**config.mk**
```make
export PLATFORM = sky130hd
export DESIGN_NAME = rpi_serial_rx_flat
export DESIGN_NICKNAME = d
export VERILOG_FILES = /design/src/rtl/rpi_if_pkg.sv /design/src/rtl/rpi_serial_rx_if.sv /design/src/rtl/rpi_sync_edge.sv /design/src/rtl/rpi_serial_rx.sv /design/src/flat_wrapper.sv
export SDC_FILE = /design/constraint.sdc
export NUM_CORES = 1
export LEC_CHECK = 0
export ABC_CLOCK_PERIOD_IN_PS = 2520
export CAP_MARGIN = 20
export CORE_MARGIN = 1.5
export CORE_UTILIZATION = 46
export DETAILED_ROUTE_END_ITERATION = 8
export PLACE_DENSITY = 0.71
export SLEW_MARGIN = 20
export SYNTH_ARGS = -nofsm -noshare
export SYNTH_HDL_FRONTEND = slang
export SYNTH_SLANG_ARGS = --single-unit
export TNS_END_PERCENT = 50
```
**constraint.sdc**
```tcl
create_clock -name clk_in -period 2.52 [get_ports clk_in]
set_clock_uncertainty 0.2 [all_clocks]
set_input_delay 0.504 -clock clk_in [delete_from_list [all_inputs] [get_ports clk_in]]
set_output_delay 0.504 -clock clk_in [all_outputs]
set_load 0.005 [all_outputs]
```
**src/rtl/rpi_if_pkg.sv**
```systemverilog
// Shared definitions for the Raspberry Pi serial link (receive side and clock generator side).
// Holds the FSM state encoding and the default word/synchronizer sizes.
package rpi_if_pkg;

    localparam int unsigned RPI_WORD_WIDTH  = 16;
    localparam int unsigned RPI_SYNC_STAGES = 2;

    typedef enum logic {
        IDLE  = 1'b0,
        SHIFT = 1'b1
    } rx_state_e;

endpackage

```
**src/rtl/rpi_serial_rx_if.sv**
```systemverilog
// Pi-facing serial lines plus the received-word outputs toward the I2S control logic.
interface rpi_serial_rx_if
    import rpi_if_pkg::*;
#(
    parameter int unsigned WORD_WIDTH = RPI_WORD_WIDTH
);
    logic                  rpi_frame;
    logic                  rpi_sclk;
    logic                  rpi_sdata;
    logic [WORD_WIDTH-1:0] word_out;
    logic                  word_valid;
    logic                  frame_error;
    logic                  busy;

    // master: the Pi side plus downstream consumer; slave: the receiver
    modport master (
        output rpi_frame, rpi_sclk, rpi_sdata,
        input  word_out, word_valid, frame_error, busy
    );

    modport slave (
        input  rpi_frame, rpi_sclk, rpi_sdata,
        output word_out, word_valid, frame_error, busy
    );
endinterface

```
**src/rtl/rpi_sync_edge.sv**
```systemverilog
// Multi-stage synchronizer for one asynchronous Pi line with a history flop for edge detection.
module rpi_sync_edge #(
    parameter int unsigned SYNC_STAGES = 2
) (
    input  logic clk_in,
    input  logic reset,
    input  logic async_in,
    output logic sync,
    output logic rise,
    output logic fall
);

    logic [SYNC_STAGES-1:0] chain;
    logic                   prev;

    always_ff @(posedge clk_in or posedge reset) begin
        if (reset) begin
            chain <= '0;
            prev  <= 1'b0;
        end else begin
            chain <= {chain[SYNC_STAGES-2:0], async_in};
            prev  <= chain[SYNC_STAGES-1];
        end
    end

    assign sync = chain[SYNC_STAGES-1];
    assign rise = sync & ~prev;
    assign fall = ~sync & prev;

endmodule

```
**src/rtl/rpi_serial_rx.sv**
```systemverilog
// Receives MSB-first words from the Pi, framed by rpi_frame and clocked by rpi_sclk rising edges.
// Each completed word is presented on word_out with a one-cycle word_valid strobe.
module rpi_serial_rx
    import rpi_if_pkg::*;
#(
    parameter int unsigned WORD_WIDTH  = RPI_WORD_WIDTH,
    parameter int unsigned SYNC_STAGES = RPI_SYNC_STAGES
) (
    input  logic           clk_in,
    input  logic           reset,
    rpi_serial_rx_if.slave rx
);

    localparam int unsigned         CNT_W    = $clog2(WORD_WIDTH);
    localparam logic [CNT_W-1:0]    LAST_BIT = CNT_W'(WORD_WIDTH - 1);

    logic       frame_rise;
    logic       frame_fall;
    logic       sclk_rise;
    logic       sdata_sync;
    logic       frame_sync_unused;
    logic       sclk_sync_unused;
    logic       sclk_fall_unused;
    logic [1:0] sdata_edges_unused;

    rx_state_e             state;
    logic [CNT_W-1:0]      bitcnt;
    logic [WORD_WIDTH-1:0] shreg;
    logic [WORD_WIDTH-1:0] word_q;
    logic                  word_valid_q;
    logic                  frame_error_q;
    logic                  busy_q;
    logic [WORD_WIDTH-1:0] shreg_next;

    // Identical depth on all three lines keeps sdata aligned with the sclk edge
    rpi_sync_edge #(.SYNC_STAGES(SYNC_STAGES)) u_sync_frame (
        .clk_in   (clk_in),
        .reset    (reset),
        .async_in (rx.rpi_frame),
        .sync     (frame_sync_unused),
        .rise     (frame_rise),
        .fall     (frame_fall)
    );

    rpi_sync_edge #(.SYNC_STAGES(SYNC_STAGES)) u_sync_sclk (
        .clk_in   (clk_in),
        .reset    (reset),
        .async_in (rx.rpi_sclk),
        .sync     (sclk_sync_unused),
        .rise     (sclk_rise),
        .fall     (sclk_fall_unused)
    );

    rpi_sync_edge #(.SYNC_STAGES(SYNC_STAGES)) u_sync_sdata (
        .clk_in   (clk_in),
        .reset    (reset),
        .async_in (rx.rpi_sdata),
        .sync     (sdata_sync),
        .rise     (sdata_edges_unused[0]),
        .fall     (sdata_edges_unused[1])
    );

    assign shreg_next = {shreg[WORD_WIDTH-2:0], sdata_sync};

    // Frame fall takes priority over a coincident sclk rise; the error uses the pre-edge count
    always_ff @(posedge clk_in or posedge reset) begin
        if (reset) begin
            state         <= IDLE;
            bitcnt        <= '0;
            shreg         <= '0;
            word_q        <= '0;
            word_valid_q  <= 1'b0;
            frame_error_q <= 1'b0;
            busy_q        <= 1'b0;
        end else begin
            word_valid_q  <= 1'b0;
            frame_error_q <= 1'b0;
            case (state)
                IDLE: begin
                    if (frame_rise) begin
                        state  <= SHIFT;
                        bitcnt <= '0;
                        shreg  <= '0;
                        busy_q <= 1'b1;
                    end
                end
                SHIFT: begin
                    if (frame_fall) begin
                        state         <= IDLE;
                        busy_q        <= 1'b0;
                        frame_error_q <= (bitcnt != '0);
                    end else if (sclk_rise) begin
                        shreg <= shreg_next;
                        if (bitcnt == LAST_BIT) begin
                            bitcnt       <= '0;
                            word_q       <= shreg_next;
                            word_valid_q <= 1'b1;
                        end else begin
                            bitcnt <= bitcnt + CNT_W'(1);
                        end
                    end
                end
                default: begin
                    state  <= IDLE;
                    busy_q <= 1'b0;
                end
            endcase
        end
    end

    assign rx.word_out    = word_q;
    assign rx.word_valid  = word_valid_q;
    assign rx.frame_error = frame_error_q;
    assign rx.busy        = busy_q;

endmodule

```
**src/flat_wrapper.sv**
```systemverilog
// flat-port wrapper written by rule: the top's interface ports become plain ports
module rpi_serial_rx_flat import rpi_if_pkg::*;
#(
    parameter int unsigned WORD_WIDTH  = RPI_WORD_WIDTH,
    parameter int unsigned SYNC_STAGES = RPI_SYNC_STAGES
)
  (clk_in, reset, rx_rpi_frame, rx_rpi_sclk, rx_rpi_sdata, rx_word_out, rx_word_valid, rx_frame_error, rx_busy);
  rpi_serial_rx_if #(.WORD_WIDTH(WORD_WIDTH)) rx_i ();
  input  logic clk_in;
  input  logic reset;
  input wire logic [$bits(rx_i.rpi_frame)-1:0] rx_rpi_frame;
  input wire logic [$bits(rx_i.rpi_sclk)-1:0] rx_rpi_sclk;
  input wire logic [$bits(rx_i.rpi_sdata)-1:0] rx_rpi_sdata;
  output wire logic [$bits(rx_i.word_out)-1:0] rx_word_out;
  output wire logic [$bits(rx_i.word_valid)-1:0] rx_word_valid;
  output wire logic [$bits(rx_i.frame_error)-1:0] rx_frame_error;
  output wire logic [$bits(rx_i.busy)-1:0] rx_busy;
  assign rx_i.rpi_frame = rx_rpi_frame;
  assign rx_i.rpi_sclk = rx_rpi_sclk;
  assign rx_i.rpi_sdata = rx_rpi_sdata;
  assign rx_word_out = rx_i.word_out;
  assign rx_word_valid = rx_i.word_valid;
  assign rx_frame_error = rx_i.frame_error;
  assign rx_busy = rx_i.busy;
  rpi_serial_rx #(.WORD_WIDTH(WORD_WIDTH), .SYNC_STAGES(SYNC_STAGES)) u_core (.clk_in(clk_in), .reset(reset), .rx(rx_i));
endmodule
```
### After elaboration in Yosys (flattened, before gate mapping)

Cells that the tools add are included.

* bits in latches: 0
* memories: 0
* bits in read-only memories: 0
* output and inout bits: 19
* register bits after elaboration: 47
* RAM bits: 0

* $lt $le $gt $ge: 0
* multiply operators: 0
* mux-type cells: 21
* bitwise logic cells: 8
* shifts and indexed selects: 0
* $add $sub $neg: 1
* eq/ne operators: 5
* divide/modulo/power cells: 0
* reductions and logical operators: 4

Operator list (number)
* two-way mux 15 bit: 3
* one-hot mux 15 bit (2 select lines): 1
* two-way mux 4 bit: 4
* two-way mux 1 bit: 10
* one-hot mux 4 bit (2 select lines): 1
* != test 2 x 1 -> 1 bit (second input constant): 3
* inverter 1 bit: 5
* adder 4 x 1 -> 4 bit (second input constant): 1
* equality test 4 bit (second input constant): 1
* one-hot mux 1 bit (2 select lines): 2
* AND reduction 4 bit: 1
* nonzero test 4 bit: 1
* AND 1 bit: 3
* AND reduction 3 bit: 1
* != test 2 bit (second input constant): 1
* AND reduction 2 bit: 1

### Longest topological paths before layout

Gate-level depths: netlist (run 1).

* word-level depth: 5
* mapped depth: 5

### Cells and area by module

Synthesis (run 1) repeated with hierarchy kept, for this count alone.

* cell total of the unflattened synthesis: 159
* area, all modules: 1881.8 um^2

By module, submodules not included
* rpi_serial_rx: cells each 141, instances 1, area an instance 1600.3 um^2
* rpi_sync_edge: cells each 6, instances 3, area an instance 93.8 um^2

### Least setup slack after synthesis (run 1)

No wires, ideal clock.

* path kind: reg-to-reg
* start point: reg u_core.bitcnt[0]
* end point: reg u_core.word_q[0] (netlist: u_core.rx.word_out[0])
* slack: 0.797 ns
* arrival: 1.398 ns
* setup time: 0.125 ns
* required time: 2.195 ns
* period minus slack after synthesis: 1.723 ns
* path buffers: 1
* stages on the path, launching flop included: 6
* path through: dfrtp_1 > ha_1 > and3_1 > nand4_4 > buf_6 > mux2_4

* word-level cells in the longest chain between the ends: 2

Ends and longest elaborated chain
* from (decl): line rpi_serial_rx.sv:27 `logic [CNT_W-1:0] bitcnt;`
* from (signal assigned): line rpi_serial_rx.sv:99 `bitcnt <= bitcnt + CNT_W'(1);`
* equality test 4 bit: line rpi_serial_rx.sv:94 `if (bitcnt == LAST_BIT) begin`
* AND reduction 4 bit (no source line)
* to (signal assigned): line rpi_serial_rx.sv:96 `word_q <= shreg_next;`
* to (decl): line rpi_serial_rx.sv:29 `logic [WORD_WIDTH-1:0] word_q;`

No other way between the ends.
A chain may end at the register's enable or synchronous reset.

### Worst setup path after layout (run 1)

* start point: reg u_core.u_sync_frame.chain[1]
* end point: reg u_core.shreg[1]

* word-level cells in the longest chain between the ends: 4

Ends and longest elaborated chain
* from (decl): line rpi_sync_edge.sv:13 `logic [SYNC_STAGES-1:0] chain;`
* from (signal assigned): line rpi_sync_edge.sv:21 `chain <= {chain[SYNC_STAGES-2:0], async_in};`
* inverter 1 bit: line rpi_sync_edge.sv:28 `assign fall = ~sync & prev;`
* AND 1 bit: line rpi_sync_edge.sv:28
* != test 2 bit (no source line)
* AND reduction 3 bit (no source line) *
* to (signal assigned): line rpi_serial_rx.sv:93 `shreg <= shreg_next;`
* to (decl): line rpi_serial_rx.sv:28 `logic [WORD_WIDTH-1:0] shreg;`

Every way passes the cells marked *; elsewhere a longest branch is shown, timed or not.

==> reports/qor.txt, run 1 <==
Run status: completed
End of the worst register-to-register path: u_core.shreg[1]$_DFFE_PP0P_
Overall die height: 67.1 um
Number of cells produced by synthesis: 133
Clock slew at the register clock pins of the worst setup and hold paths: 90 ps
Count of different cell masters after synthesis: 26
Core area: 3970 sq um
CP Class: flip-flop to flip-flop
Worst Max-Slew Pin Slew: 706 ps
Layout cells sized above 1: 19.4%
Post-synthesis cell area: 1890 sq um
Global-route wire length before repair: 5090 um
DRC: 0
Buffers added on ports: 23
Area of the die: 4500 sq um
Number of iterations in the first detailed-routing pass: 4
Capturing element of the worst setup path: u_core.shreg[1]$_DFFE_PP0P_
Setup TNS: 0 ps
FMAX: 0.513 GHz
Clock share of power: 32.8%
Number of sinks driven by the clock tree: 47
Internal power contribution: 1.08 mW
Final ANT Viol Nets: 0
Number of buffers created by CTS: 5
Starting density of the core: 47.6%
Post-CTS setup-driven buffer insertion count: 0
Worst-path maximum fanout: 18
Resized cells post-CTS: 0
Switching power share of the total: 24.7%
Number of global-route vias before repair: 1,079
Peak VDD IR: 457 uV
CP Data Arrival Time: 1960 ps
Fraction of met1 tracks used by global routing: 20.4%
Category of the worst setup path capture point: flip-flop
CP Buf/Inv Count: 0
Overall die width: 67.1 um
Average routed wire per standard cell: 14.3 um
Required time of the critical path: 2540 ps
Multi-input logic area: 617 sq um
Highest-utilization routing layer at the global route stage: met2
Reg2reg start: u_core.u_sync_frame.chain[1]$_DFF_PP0_
Switching power: 0.355 mW
Final number of setup-violating endpoints: 0
CP max-delay cell: sky130_fd_sc_hd__a31oi_4
Share of the yosys chip area belonging to registers: 62.3%
RSZ-0062 raised after global routing: false
Met3 capacity usage during global routing: 5.07%
Post-layout nets: 166
Initial antenna violation count: 0
Internal reg-to-reg setup slack: 570 ps
Remaining global-route overflow: 0
Clock tree root driver cell: sky130_fd_sc_hd__clkbuf_8
Clock insertion delay at the later pin of the skew report: 300 ps
Static power due to leakage: 1.13 nW
Number of top-level pins: 24
Power density normalized to cell area: 635 nW/um^2
Number of violations of the max-capacitance limit: 0
Number of failing hold endpoints at the final stage: 0
FP Rows: 23
Routed vias: 1,063
Synthesized net count: 140
Post-detail-place hpwl: 2090 um
Count of warnings emitted by yosys: 0
Count of filler cells inserted in the layout: 321
Sort of element at the start of the critical path: flip-flop
Tot GR Track Use: 15.7%
Sequential Area: 1180 sq um
Number of buffers added to fix hold violations after cts: 0
Via count normalized by instance count: 5.06
GR Util met2: 24.0%
Largest net degree at the start of global routing: 30
Share of the clock period used by the worst path after layout: 77.3%
Count of non-filler cells in the finished layout: 210
Highest cell delay on the worst timing path: 650 ps
Crit path cell chain: nand2b_1 -> a31oi_4 -> mux2i_1
Cell depth of the worst setup path: 3
Final Critical Period: 1950 ps
CTS tree: yes
H-Tree Level Count: 2
Number of register bits inferred by synthesis: 47
Depth of the most critical reg-to-reg path: 3
Count of inserted antenna diode cells: 0
Relative contribution of sequential cells to total power: 58.0%
Average footprint of a synthesized cell: 14.2 sq um
Final GP Congestion: 0.785
CP top delay family: compound AO/OA/AOI/OAI gates
Drt total wl: 2990 um
Worst Setup SP: u_core.u_sync_frame.chain[1]$_DFF_PP0_
Number of instances in the placed design: 202
First DRT Iteration DRCs: 23
Final Max Tran Viols: 0
Worst slew slack as a fraction of its limit: 52.6%
Clock Path Buffers: 2
Area overhead of the layout relative to synthesis: 19.9%
Combinational fraction of design power: 9.3%
Worst hold-check path type: flip-flop to flip-flop
placed cells by master (no fill, tap or decap), drive strengths merged:
cell           Yosys  routed
mux2i             10      10
a22o               8       8
o21a               1       1
buf                5       2
nand2b             3       3
and3               3       3
clkdlybuf4s50      0      23
a41o               1       1
dfrtp             47      47
nand2             11      11
o31ai              1       1
a211oi             1       1
nor3b              1       1
inv               14      13
ha                 2       2
and2b              1       1
a31oi              1       1
clkbuf             1       6
mux2              17      17
nand4              2       2
and2               1       1
nor2               1       1
clkinv             0       2
clkinvlp           0       1
o21ai              1       1
cells in the mapped netlist:
cell type | count | area share [%]
sky130_fd_sc_hd__dfrtp_1 | 47 | 62
sky130_fd_sc_hd__inv_1 | 14 | 2.8
sky130_fd_sc_hd__nand2_1 | 11 | 2.2
sky130_fd_sc_hd__mux2i_1 | 10 | 5.3
sky130_fd_sc_hd__mux2_4 | 9 | 7.2
sky130_fd_sc_hd__a22o_1 | 8 | 3.7
sky130_fd_sc_hd__mux2_2 | 8 | 4.8
sky130_fd_sc_hd__and3_1 | 3 | 0.99
sky130_fd_sc_hd__nand2b_1 | 3 | 0.99
sky130_fd_sc_hd__buf_2 | 2 | 0.53
sky130_fd_sc_hd__buf_6 | 2 | 1.2
sky130_fd_sc_hd__ha_1 | 2 | 1.3
sky130_fd_sc_hd__a211oi_1 | 1 | 0.40
sky130_fd_sc_hd__a31oi_4 | 1 | 1.1
sky130_fd_sc_hd__a41o_1 | 1 | 0.53
sky130_fd_sc_hd__and2_1 | 1 | 0.33
sky130_fd_sc_hd__and2b_2 | 1 | 0.46
sky130_fd_sc_hd__buf_4 | 1 | 0.40
sky130_fd_sc_hd__clkbuf_1 | 1 | 0.20
sky130_fd_sc_hd__nand4_1 | 1 | 0.33
sky130_fd_sc_hd__nand4_4 | 1 | 1.1
sky130_fd_sc_hd__nor2_1 | 1 | 0.20
sky130_fd_sc_hd__nor3b_2 | 1 | 0.66
sky130_fd_sc_hd__o21a_1 | 1 | 0.40
sky130_fd_sc_hd__o21ai_0 | 1 | 0.26
sky130_fd_sc_hd__o31ai_1 | 1 | 0.40
layer usage:
layer | part of all wire [%] | wire, um
met1 | 46 | 1360
met5 | 0 | 0
met3 | 4.0 | 121
met4 | 1.5 | 46
met2 | 49 | 1460
power by group through the flow:
stage / sequential [mW] / combinational, mW / clock, mW
after floorplan: 0.834 / 0.103 / 0
after global placement: 0.846 / 0.128 / 0
after detailed placement: 0.849 / 0.135 / 0
after CTS: 0.835 / 0.136 / 0.486
after global routing: 0.842 / 0.149 / 0.521
final: 0.834 / 0.133 / 0.471
logic make-up after synthesis:
kind of cell / count (synthesis) / synth area share (%)
buffers and inverters: 20 / 5.10
muxes: 27 / 17.2
AOI/OAI and AO/OA: 14 / 6.82
DFF: 47 / 62.3
adders and majority gates: 2 / 1.32
and+or+nand+nor: 23 / 7.29
flip-flops by register name (all words and copies together) (netlist names):
signal	flops
u_core.u_sync_frame.chain	2
u_core.u_sync_frame.prev	1
u_core.rx.frame_error	1
u_core.state	1
u_core.shreg	15
u_core.u_sync_sdata.chain	2
u_core.rx.busy	1
u_core.rx.word_out	16
u_core.u_sync_sclk.chain	2
u_core.u_sync_sclk.prev	1
u_core.rx.word_valid	1
u_core.bitcnt	4
area by class of cell:
type | count | share of cell area [%]
Clock buffer | 6 | 3.65
Clock inverter | 2 | 0.718
Inverter | 14 | 2.32
Multi-Input combinational cell | 66 | 27.2
Sequential cell | 47 | 51.9
Tap cell | 50 | 2.76
Timing Repair Buffer | 25 | 11.4
worst min path at each step:
stage	start	endpoint	slack, ps	cells past startpoint
final	u_core.u_sync_frame.chain[0]$_DFF_PP0_	u_core.u_sync_frame.chain[1]$_DFF_PP0_	160	0
after global routing	u_core.u_sync_sclk.chain[0]$_DFF_PP0_	u_core.u_sync_sclk.chain[1]$_DFF_PP0_	170	0
after CTS	u_core.u_sync_sclk.chain[0]$_DFF_PP0_	u_core.u_sync_sclk.chain[1]$_DFF_PP0_	160	0
after detailed placement	u_core.u_sync_sclk.chain[0]$_DFF_PP0_	u_core.u_sync_sclk.chain[1]$_DFF_PP0_	140	0
after global placement	u_core.u_sync_sclk.chain[0]$_DFF_PP0_	u_core.u_sync_sclk.chain[1]$_DFF_PP0_	130	0
after floorplan	u_core.u_sync_frame.chain[0]$_DFF_PP0_	u_core.u_sync_frame.chain[1]$_DFF_PP0_	130	0
per-stage QoR:
step                hold WS (ps)  area, sq um  total power [mW]  util, %  worst slack (ps)
floorplan                    131         1890             0.936        -               700
finish                       160         2260              1.44     57.0               571
global route                 169         2260              1.51     57.0               451
detailed placement           142         2170             0.984     54.5               617
global placement             135         2170             0.974     54.5               662
CTS                          160         2260              1.46     57.0               569
Power figures use the tool's default switching activity.
==> run 2: changes to the inputs <==
--- a/config.mk
+++ b/config.mk
@@ -5,7 +5,7 @@
 export SDC_FILE = /design/constraint.sdc
 export NUM_CORES = 1
 export LEC_CHECK = 0
-export ABC_CLOCK_PERIOD_IN_PS = 2520
+export ABC_CLOCK_PERIOD_IN_PS = 2050
 export CAP_MARGIN = 20
 export CORE_MARGIN = 1.5
 export CORE_UTILIZATION = 46
==> constraint.sdc (replaced) <==
create_clock -name clk_in -period 2.05 [get_ports clk_in]
set_clock_uncertainty 0.2 [all_clocks]
set_input_delay 0.41 -clock clk_in [delete_from_list [all_inputs] [get_ports clk_in]]
set_output_delay 0.41 -clock clk_in [all_outputs]
set_load 0.005 [all_outputs]
==> run 2 against run 1 <==
Sequential share of layout area down 0.68 points; largest cell class unchanged; critical path depth unchanged; final cell count up 0.48%; clock power up 51%; first-iteration DRC count up 70%; power up 32%; via count up 0.19%; sequential power up 24%; worst setup slack worse by 410 ps; non-clock buffer count up 1; flip-flop and latch count unchanged.
==> reports/qor.txt, run 2 (synthesis results as in run 1) <==
Area of the die: 4500 sq um (unchanged)
Tot GR Track Use: 15.5% (was 15.7%)
Number of top-level pins: 24 (unchanged)
Clock Path Buffers: 2 (unchanged)
Final number of setup-violating endpoints: 0 (unchanged)
Buffers added on ports: 23 (unchanged)
Post-detail-place hpwl: 2050 um (was 2090 um)
Number of buffers added to fix hold violations after cts: 0 (unchanged)
Starting density of the core: 47.6% (unchanged)
Routed vias: 1,065 (was 1,063)
Hold path endpoint: u_core.u_sync_frame.chain[1]$_DFF_PP0_ (unchanged)
Setup TNS: 0 ps (unchanged)
Number of buffers created by CTS: 5 (unchanged)
CTS tree: yes (unchanged)
Worst Max-Slew Pin Slew: 412 ps (was 706 ps)
Initial antenna violation count: 0 (unchanged)
Worst Hold Launch: u_core.u_sync_frame.chain[0]$_DFF_PP0_ (unchanged)
Global-route wire length before repair: 4920 um (was 5090 um)
Final ANT Viol Nets: 0 (unchanged)
DRC: 0 (unchanged)
Sort of element at the start of the critical path: flip-flop (unchanged)
H-Tree Level Count: 2 (unchanged)
Clock insertion delay at the later pin of the skew report: 300 ps (about the same)
CP Class: flip-flop to flip-flop (unchanged)
FP Rows: 23 (unchanged)
Run status: completed (unchanged)
Post-layout nets: 167 (was 166)
Clock tree root driver cell: sky130_fd_sc_hd__clkbuf_8 (unchanged)
Via count normalized by instance count: 5.05 (was 5.06)
Internal reg-to-reg setup slack: 170 ps (was 570 ps)
Peak VDD IR: 473 uV (was 457 uV)
Most common cell after layout, fill and taps aside: sky130_fd_sc_hd__dfrtp_1 (unchanged)
Number of iterations in the first detailed-routing pass: 4 (unchanged)
Resized cells post-CTS: 0 (unchanged)
Number of global-route vias before repair: 1,066 (was 1,079)
Reg2reg start: u_core.u_sync_frame.chain[1]$_DFF_PP0_ (unchanged)
Post-CTS setup-driven buffer insertion count: 0 (unchanged)
Number of violations of the max-capacitance limit: 0 (unchanged)
CP Data Arrival Time: 1870 ps (was 1960 ps)
Final Max Tran Viols: 0 (unchanged)
Share of the clock period used by the worst path after layout: 91.9% (was 77.3%)
Largest net degree at the start of global routing: 48 (was 30)
Depth of the most critical reg-to-reg path: 3 (unchanged)
FMAX: 0.531 GHz (was 0.513 GHz)
Remaining global-route overflow: 0 (unchanged)
Total power after layout: 1.90 mW (was 1.44 mW)
RSZ-0062 raised after global routing: false (unchanged)
Hold depth: 0 (unchanged)
Required time of the critical path: 2040 ps (was 2540 ps)
End of the worst register-to-register path: u_core.rx.word_out[8]$_DFFE_PP0P_ (was u_core.shreg[1]$_DFFE_PP0P_)
Final Critical Period: 1880 ps (was 1950 ps)
Number of failing hold endpoints at the final stage: 0 (unchanged)
Static power due to leakage: 1.15 nW (was 1.13 nW)
Worst slew slack as a fraction of its limit: 72.5% (was 52.6%)
Worst hold-check path type: flip-flop to flip-flop (unchanged)
Layout cells sized above 1: 19.9% (was 19.4%)
Count of inserted antenna diode cells: 0 (unchanged)
Number of sinks driven by the clock tree: 47 (unchanged)
Clock slew at the register clock pins of the worst setup and hold paths: 80 ps (was 90 ps)
Average routed wire per standard cell: 14.0 um (was 14.3 um)
Category of the worst setup path capture point: flip-flop (unchanged)
Power density normalized to cell area: 828 nW/um^2 (was 635 nW/um^2)
Overall die height: 67.1 um (unchanged)
Core area: 3970 sq um (unchanged)
Commonest non-fill, non-tap cells in the layout: 47 x sky130_fd_sc_hd__dfrtp_1, 23 x sky130_fd_sc_hd__clkdlybuf4s50_1, 13 x sky130_fd_sc_hd__inv_1, 11 x sky130_fd_sc_hd__nand2_1, 10 x sky130_fd_sc_hd__mux2i_1 (unchanged)
First DRT Iteration DRCs: 39 (was 23)
Drt total wl: 2960 um (was 2990 um)
Flip-flop count of the largest register, all copies and words added: 16 (unchanged)
Overall die width: 67.1 um (unchanged)
Worst-path maximum fanout: 17 (was 18)
Area overhead of the layout relative to synthesis: 21.5% (was 19.9%)
Final GP Congestion: 0.761 (was 0.785)
[run 2: layer usage]
layer  vias to the layer above  share of wire (%)  GRT usage [%]
met5                         -                  0              0
met4                         0                2.6           9.18
met3                         5                4.8           6.08
met2                        24                 46           23.6
met1                       535                 46           18.4
li1                        501                  -              -
[run 2: worst max path at each step]
| stage | start | endpoint | slack [ps] | depth (start not counted) |
|---|---|---|---|---|
| global placement | u_core.bitcnt[0]$_DFFE_PP0P_ | u_core.rx.word_out[7]$_DFFE_PP0P_ | 220 | 4 |
| floorplan | reset | u_core.bitcnt[0]$_DFFE_PP0P_ | 320 | 1 |
| global route | u_core.bitcnt[0]$_DFFE_PP0P_ | u_core.rx.word_out[3]$_DFFE_PP0P_ | 60 | 4 |
| CTS | u_core.bitcnt[0]$_DFFE_PP0P_ | u_core.rx.word_out[8]$_DFFE_PP0P_ | 150 | 4 |
| detailed placement | u_core.bitcnt[0]$_DFFE_PP0P_ | u_core.rx.word_out[8]$_DFFE_PP0P_ | 160 | 4 |
| finish | u_core.u_sync_frame.chain[1]$_DFF_PP0_ | u_core.rx.word_out[8]$_DFFE_PP0P_ | 170 | 3 |
[run 2: report_power, final]
group          internal, mW  total (mW)  switching, mW
clock network         0.401       0.712          0.311
logic                0.0807       0.164         0.0829
registers             0.977        1.03         0.0487
[run 2: worst max-delay path, cell delays in order, from the launching register on]
cell and delay (ps):
sky130_fd_sc_hd__dfrtp_1 380, sky130_fd_sc_hd__nand2b_1 360, sky130_fd_sc_hd__nand4_4 400, sky130_fd_sc_hd__mux2_2 420
[run 2: area by class of cell]
class,count,area (sq um)
fillers,307,1680
flip-flops and latches,47,1180
multi-input cells,66,617
repair buffers,26,265
clock buffers,6,82.6
well taps,50,62.6
inverters,14,52.6
clock inverters,2,38.8
[run 2: stage by stage]
| stage | setup WS (ps) | area, sq um | cells | util (%) | hold WS (ps) |
|---|---|---|---|---|---|
| final | 166 | 2290 | 211 | 57.8 | 156 |
| after global routing | 55.8 | 2290 | 211 | 57.8 | 176 |
| after CTS | 149 | 2290 | 211 | 57.8 | 160 |
| after detailed placement | 157 | 2170 | 203 | 54.7 | 140 |
| after global placement | 222 | 2170 | 203 | 54.7 | 136 |
| after floorplan | 324 | 1890 | 133 | - | 131 |
